<file path="src/rtl/alu_shift_sequencer.sv">
// Multi-bit shift controller: drives the single-position ALU shift unit once per requested position.
// Optional build macro SHIFT_SEQ_EARLY_EXIT_EN: finish as soon as the working value becomes zero.
module alu_shift_sequencer #(
  parameter int unsigned Op_Width  = 16,
  parameter int unsigned Cnt_Width = 4
) (
  input  logic                 CLK,
  input  logic                 RST,
  input  logic                 req_valid,
  output logic                 req_ready,
  input  logic [Op_Width-1:0]  req_data,
  input  logic [Cnt_Width-1:0] req_amt,
  input  logic                 req_dir,
  output logic                 resp_valid,
  input  logic                 resp_ready,
  output logic [Op_Width-1:0]  resp_data,
  output logic                 resp_err,
  output logic [Op_Width-1:0]  su_A,
  output logic [Op_Width-1:0]  su_B,
  output logic [1:0]           su_ALU_FUN,
  output logic                 su_Shift_En,
  input  logic [Op_Width-1:0]  su_Shift_Out,
  input  logic                 su_Shift_Flag
);

  localparam logic [1:0] IDLE  = 2'd0;
  localparam logic [1:0] ISSUE = 2'd1;
  localparam logic [1:0] WAIT  = 2'd2;
  localparam logic [1:0] DONE  = 2'd3;

  logic [1:0]           state, state_nxt;
  logic [Op_Width-1:0]  cur, cur_nxt;
  logic [Cnt_Width-1:0] cnt, cnt_nxt;
  logic                 dir, dir_nxt;
  logic                 err, err_nxt;
  logic                 early_exit_c;

`ifdef SHIFT_SEQ_EARLY_EXIT_EN
  // A zero working value cannot change under further logical shifts.
  assign early_exit_c = (su_Shift_Out == '0);
`else
  assign early_exit_c = 1'b0;
`endif

  always_ff @(posedge CLK or posedge RST) begin
    if (RST) begin
      state <= IDLE;
      cur   <= '0;
      cnt   <= '0;
      dir   <= 1'b0;
      err   <= 1'b0;
    end else begin
      state <= state_nxt;
      cur   <= cur_nxt;
      cnt   <= cnt_nxt;
      dir   <= dir_nxt;
      err   <= err_nxt;
    end
  end

  // Next-state and datapath update.
  always_comb begin
    state_nxt = state;
    cur_nxt   = cur;
    cnt_nxt   = cnt;
    dir_nxt   = dir;
    err_nxt   = err;
    case (state)
      IDLE: begin
        if (req_valid) begin
          cur_nxt   = req_data;
          cnt_nxt   = req_amt;
          dir_nxt   = req_dir;
          err_nxt   = 1'b0;
          state_nxt = (req_amt == '0) ? DONE : ISSUE;
        end
      end
      ISSUE: state_nxt = WAIT;
      WAIT: begin
        if (su_Shift_Flag) begin
          cur_nxt   = su_Shift_Out;
          cnt_nxt   = cnt - Cnt_Width'(1);
          state_nxt = ((cnt == Cnt_Width'(1)) || early_exit_c) ? DONE : ISSUE;
        end else begin
          err_nxt   = 1'b1;
          state_nxt = DONE;
        end
      end
      DONE: begin
        if (resp_ready) state_nxt = IDLE;
      end
      default: state_nxt = IDLE;
    endcase
  end

  // Outputs decode straight from the registered state so reset clears them asynchronously.
  assign req_ready   = (state == IDLE);
  assign resp_valid  = (state == DONE);
  assign resp_data   = cur;
  assign resp_err    = (state == DONE) & err;
  assign su_A        = cur;
  assign su_B        = '0;
  assign su_ALU_FUN  = {1'b0, dir};
  assign su_Shift_En = (state == ISSUE);

endmodule

</file>
<file path="config.mk">
export PLATFORM = sky130hd
export DESIGN_NAME = alu_shift_sequencer
export DESIGN_NICKNAME = d
export VERILOG_FILES = /design/src/rtl/alu_shift_sequencer.sv
export SDC_FILE = /design/constraint.sdc
export NUM_CORES = 1
export LEC_CHECK = 0
export ABC_CLOCK_PERIOD_IN_PS = 1550
export CORE_MARGIN = 1.5
export CORE_UTILIZATION = 38
export DETAILED_ROUTE_END_ITERATION = 8
export PLACE_DENSITY = 0.82
export SKIP_CTS_REPAIR_TIMING = 1
export SLEW_MARGIN = 20
export SYNTH_ARGS = -nofsm -noshare
export SYNTH_HDL_FRONTEND = slang
export SYNTH_SLANG_ARGS = --single-unit
export TNS_END_PERCENT = 1
</file>
<file path="constraint.sdc">
create_clock -name CLK -period 1.55 [get_ports CLK]
set_input_delay 0.3875 -clock CLK [delete_from_list [all_inputs] [get_ports CLK]]
set_output_delay 0.3875 -clock CLK [all_outputs]
set_load 0.05 [all_outputs]
</file>
======== Word level (Yosys, flattened, before mapping) ========
Index checks and enable logic that the tools add are counted.
word-level totals
  register bits ........................... 24
  bits of input ports ..................... 42
  output and inout port bits .............. 54
  logic and storage cells ................. 37
cells by class
  $add $sub $neg .......................... 1
  equality and inequality tests ........... 8
  muxes and demuxes ....................... 15
  bitwise gates (word level) .............. 1
  reductions and logical operators ........ 7
operator list
  kind                 count
  $mux 16              2
  $pmux 16 s2          1
  $mux 2               5
  $mux 4               2
  $pmux 2 s4           1
  $pmux 4 s2           1
  $ne 2x2->1 const B   3
  $reduce_and 3->1     2
  $eq 2x2->1 const B   2
  $eq 4x1->1 const B   1
  $logic_not 4->1      1
  $reduce_and 2->1     2
  $sub 4x1->4 const B  1
  $eq 2x1->1 const B   1
  $logic_not 2->1      1
  $mux 1               2
  $ne 2x1->1 const B   1
  $pmux 1 s2           1
  $reduce_bool 2->1    1
  $and 1x1->1          1

======== Longest topological paths before layout ========
  word-level depth ........................ 4
  gate-level depth with buffers ........... 5
  gate-level depth less buffers ........... 5

======== Least setup slack after synthesis ========
Ideal clock, no wire load.
  kind .................................... reg-to-output
  from .................................... reg state[0]
  to ...................................... out resp_valid
  arrival time ............................ 1.407 ns
  data required time ...................... 1.162 ns
  slack ................................... -0.244 ns
  stages on the path, launching flop included .. 4
  buffers on the path ..................... 1
  cell sequence ........................... dfrtp_1 inv_1 clkbuf_1 nor2_1
between the ends
  word-level cells in the longest chain between the ends .. 1
RTL lines
  what                    RTL line  text
  start, declared         31        logic [1:0] state, state_nxt;
  start signal, assigned  53        state <= state_nxt;
  $eq 2x2->1              98        assign resp_valid = (state == DONE);
  end, declared           14        output logic resp_valid,
Every way passes these cells.

======== Worst setup path in the final report ========
  from .................................... reg state[1]
  to ...................................... out resp_err
between the ends
  word-level cells in the longest chain between the ends .. 2
RTL lines
  what           RTL line  text
  $eq 2x2->1     100       assign resp_err = (state == DONE) & err;
  $and 1x1->1    100
  end, declared  17        output logic resp_err,
Every way passes these cells.

==> summary.md <==
| Metric | Value |
|---|---|
| Final worst path period share | ~100% |
| Clk root buf | clkbuf_8 |
| Syn Area/Cell | just under 10 um2 |
| CTS Buffer Depth | 2 |
| Peak supply drop | approximately 1300 uV |
| Hold Fails Final Rpt | 0 |
| DR iter-0 viols | 45 |
| Synthesized cell area | approximately 1600 um2 |
| Critical path required time | between 1000 and 1500 ps |
| FILL cells | 290 |
| Max_cap viols | 0 |
| Most frequent cells in the layout | clkdlybuf4s50_1 (41), buf_12 (40), a21oi_1 (34), dfrtp_1 (23), mux2i_1 (18) |
| First-pass GRT wire length | about 6200 um |
| CP Data Arrival Time | about 1200 ps |
| Mapped Cells | ~160 |
| TritonCTS Buffers | 3 |
| Worst path most repeated cell | buf_12 |
| Slowest CP cell | dfrtp_1 |
| Hold Path Class | primary input to asynchronous set/reset pin |
| Hold Slack | ~440 ps |
| Die X | between 60 and 70 um |
| Vias in the first global route | 1332 |
| Cell Chain, Critical Path | buf_12, and3_4, buf_12 |
| Max Clk Rate | ~650 MHz |
| DP HPWL | 3180 um |
| Shortest period the worst path allows | roughly 1500 ps |
| Commonest non-fill, non-tap cell in the layout | clkdlybuf4s50_1 |
| DRC viols | 0 |
| Pre-Repair DR Iteration Count | 4 |
| Routed Wire Length | ~4200 um |
| Chip Height | 67.8 um |
| Worst Skew | ~5.2 ps |
| Syn. warnings | 0 |
| GP Congestion | ~0.84 |
| Finished Layout Cells | ~280 |
| Cell variety after synth | 33 |
| Die area | 4600 um2 |
| Drt wl/cell | 14.8 um |
| FF-to-FF Start | state[1] |
| Clk slew on worst S/H paths | ~90 ps |
| GRT Residual Overflow | 0 |
| Top-area cell type share of the netlist area | a little under two fifths |
| Initial antenna violation count | 0 |
| Crit path max-delay family | flip-flops |
| P_leak | about 1.2 nW |
| Share of layout cells above drive strength 1 | 30.5% |
| Placed cells | about 270 |
| Top post-synthesis cells by area | dfrtp_1 (38%), buf_4 (16%), mux2i_1 (11%), a21oi_1 (11%), buf_6 (2.8%) |
| Sequential fraction of the synthesis area | roughly 38% |
| Max stage delay on crit path | 410 ps |
| Diodes inserted | 0 |
| CTS tree | built |
| Reg2Reg Setup Slack | about 80 ps |
| Clock sink count | 24 |
| Count of pins over their slew limit | 0 |
| Detailed-route via count | around 1.4k |
| Flops & latches, synth | 24 |
| Worst setup EP type | output pin |
| Crit Reg-Reg Endpoint | resp_data[9] |
| RSZ-0062 raised after global routing | yes |
| Worst-Skew Late Latency | 280 ps |
| Reg2Reg Depth | 5 |
| Largest net degree at the start of global routing | 25 |
| Core area | 4030 um2 |
| Power density cells | around 2700 nW/um2 |
| Outcome | complete, no violations |
| IO buf count | 78 |
| Synth area leader | dfrtp_1 |
| Fin nets | about 280 |
| Total track usage | about 18% |
| CP Max Fanout | 10 |
| Cell Rows | 23 |
| Antenna viol nets, final | 0 |
| Final setup viols | 0 |
| Synthesis-to-layout area growth | 74.4% |
| H-tree levels | 1 |
| Initial Util | between 30% and 40% |
| DR vias/cell | between 4 and 5 |
| CP startpoint kind | flip-flop |
| I/O pin cnt | 96 |
| Crit Path Class | flip-flop to output pin |
| Critical path buffers and inverters | 2 |
==> state kept, by name (all words and copies together), names as in the netlist <==
signal     count
err            1
dir            1
state          2
cnt            4
resp_data     16
==> report_power, final <==
part	leakage (nW)	switching [mW]	internal, mW
combinational	0.906	2.92	2.68
clock	0.0357	0.218	0.346
sequential	0.267	0.500	0.943
==> routing by layer <==
layer	part of all wire (%)	global-route usage, %	up-vias
met5	0	0	-
li1	-	-	655
met1	40	22.1	671
met4	1.3	7.00	0
met2	52	32.1	62
met3	7.0	1.83	6
==> cells in the mapped netlist <==
| cell type | number |
|---|---|
| buf_12 | 1 |
| buf_6 | 4 |
| o22ai_1 | 1 |
| nor4_1 | 1 |
| buf_2 | 1 |
| nor2_1 | 4 |
| a22oi_1 | 2 |
| o21ai_1 | 1 |
| or3_4 | 1 |
| mux2i_4 | 1 |
| a21oi_1 | 34 |
| inv_1 | 7 |
| mux2_2 | 1 |
| a211oi_2 | 1 |
| nand3_1 | 1 |
| o211ai_1 | 2 |
| nand3b_1 | 2 |
| nor2_4 | 1 |
| conb_1 | 1 |
| nor3b_1 | 1 |
| a211oi_1 | 1 |
| mux2i_1 | 18 |
| a2bb2oi_1 | 1 |
| clkbuf_1 | 2 |
| nor2b_4 | 1 |
| ha_1 | 2 |
| mux2_4 | 1 |
| dfrtp_1 | 24 |
| o2111ai_1 | 1 |
| nand2_1 | 4 |
| buf_4 | 35 |
| o21ai_0 | 3 |
| and3_1 | 1 |
==> cells by family (layout without fill, tap and decap cells) <==
| group | after synthesis | after routing | synth area share, % |
|---|---|---|---|
| DFF | 24 | 24 | 37.6 |
| buffers and inverters | 50 | 105 | 23.0 |
| muxes | 21 | 21 | 14.4 |
| AOI/OAI and AO/OA | 47 | 47 | 16.5 |
| adders and majority gates | 2 | 2 | 1.57 |
| and+or+nand+nor | 17 | 17 | 6.67 |
| other | 1 | 17 | 0.235 |
==> metrics by stage <==
step	setup slack [ps]	TNS, ps	util (%)	total power [mW]	area [um2]
floorplan	-86.8	-157	-	4.54	1660
global placement	-170	-1840	65.9	6.82	2660
detailed placement	-229	-2610	65.9	6.92	2660
CTS	-223	-558	67.7	7.49	2730
global route	-29.9	-121	69.0	7.93	2780
finish	5.76	0	69.0	7.61	2780
==> area by class of cell <==
| class | count | area [um2] | share of cell area [%] |
|---|---|---|---|
| tap | 50 | 62.6 | 2.25 |
| clock buffer | 3 | 41.3 | 1.48 |
| inverter | 7 | 26.3 | 0.945 |
| sequential | 24 | 602 | 21.6 |
| multi-input combinational | 104 | 711 | 25.6 |
| timing repair buffer | 94 | 1310 | 47.1 |
| clock inverter | 1 | 30.0 | 1.08 |
==> worst max-delay path by stage <==
stage	from	endpoint	cells after the start	slack [ps]
2_1_floorplan	state[1]	resp_err	3	-90
3_3_place_gp	req_valid	dir	3	-170
3_5_place_dp	req_valid	dir	3	-230
4_1_cts	state[0]	resp_valid	3	-220
5_1_grt	state[1]	resp_err	3	-30
6_report	state[1]	resp_err	3	6
==> worst register-to-register path, delay by kind of cell (launching register included) <==
family	cells	cell delay (ps)
multiplexers	1	400
flip-flops	1	410
buffers and inverters	2	300
AO/OA/AOI/OAI	2	250
Power figures use the tool's default switching activity.
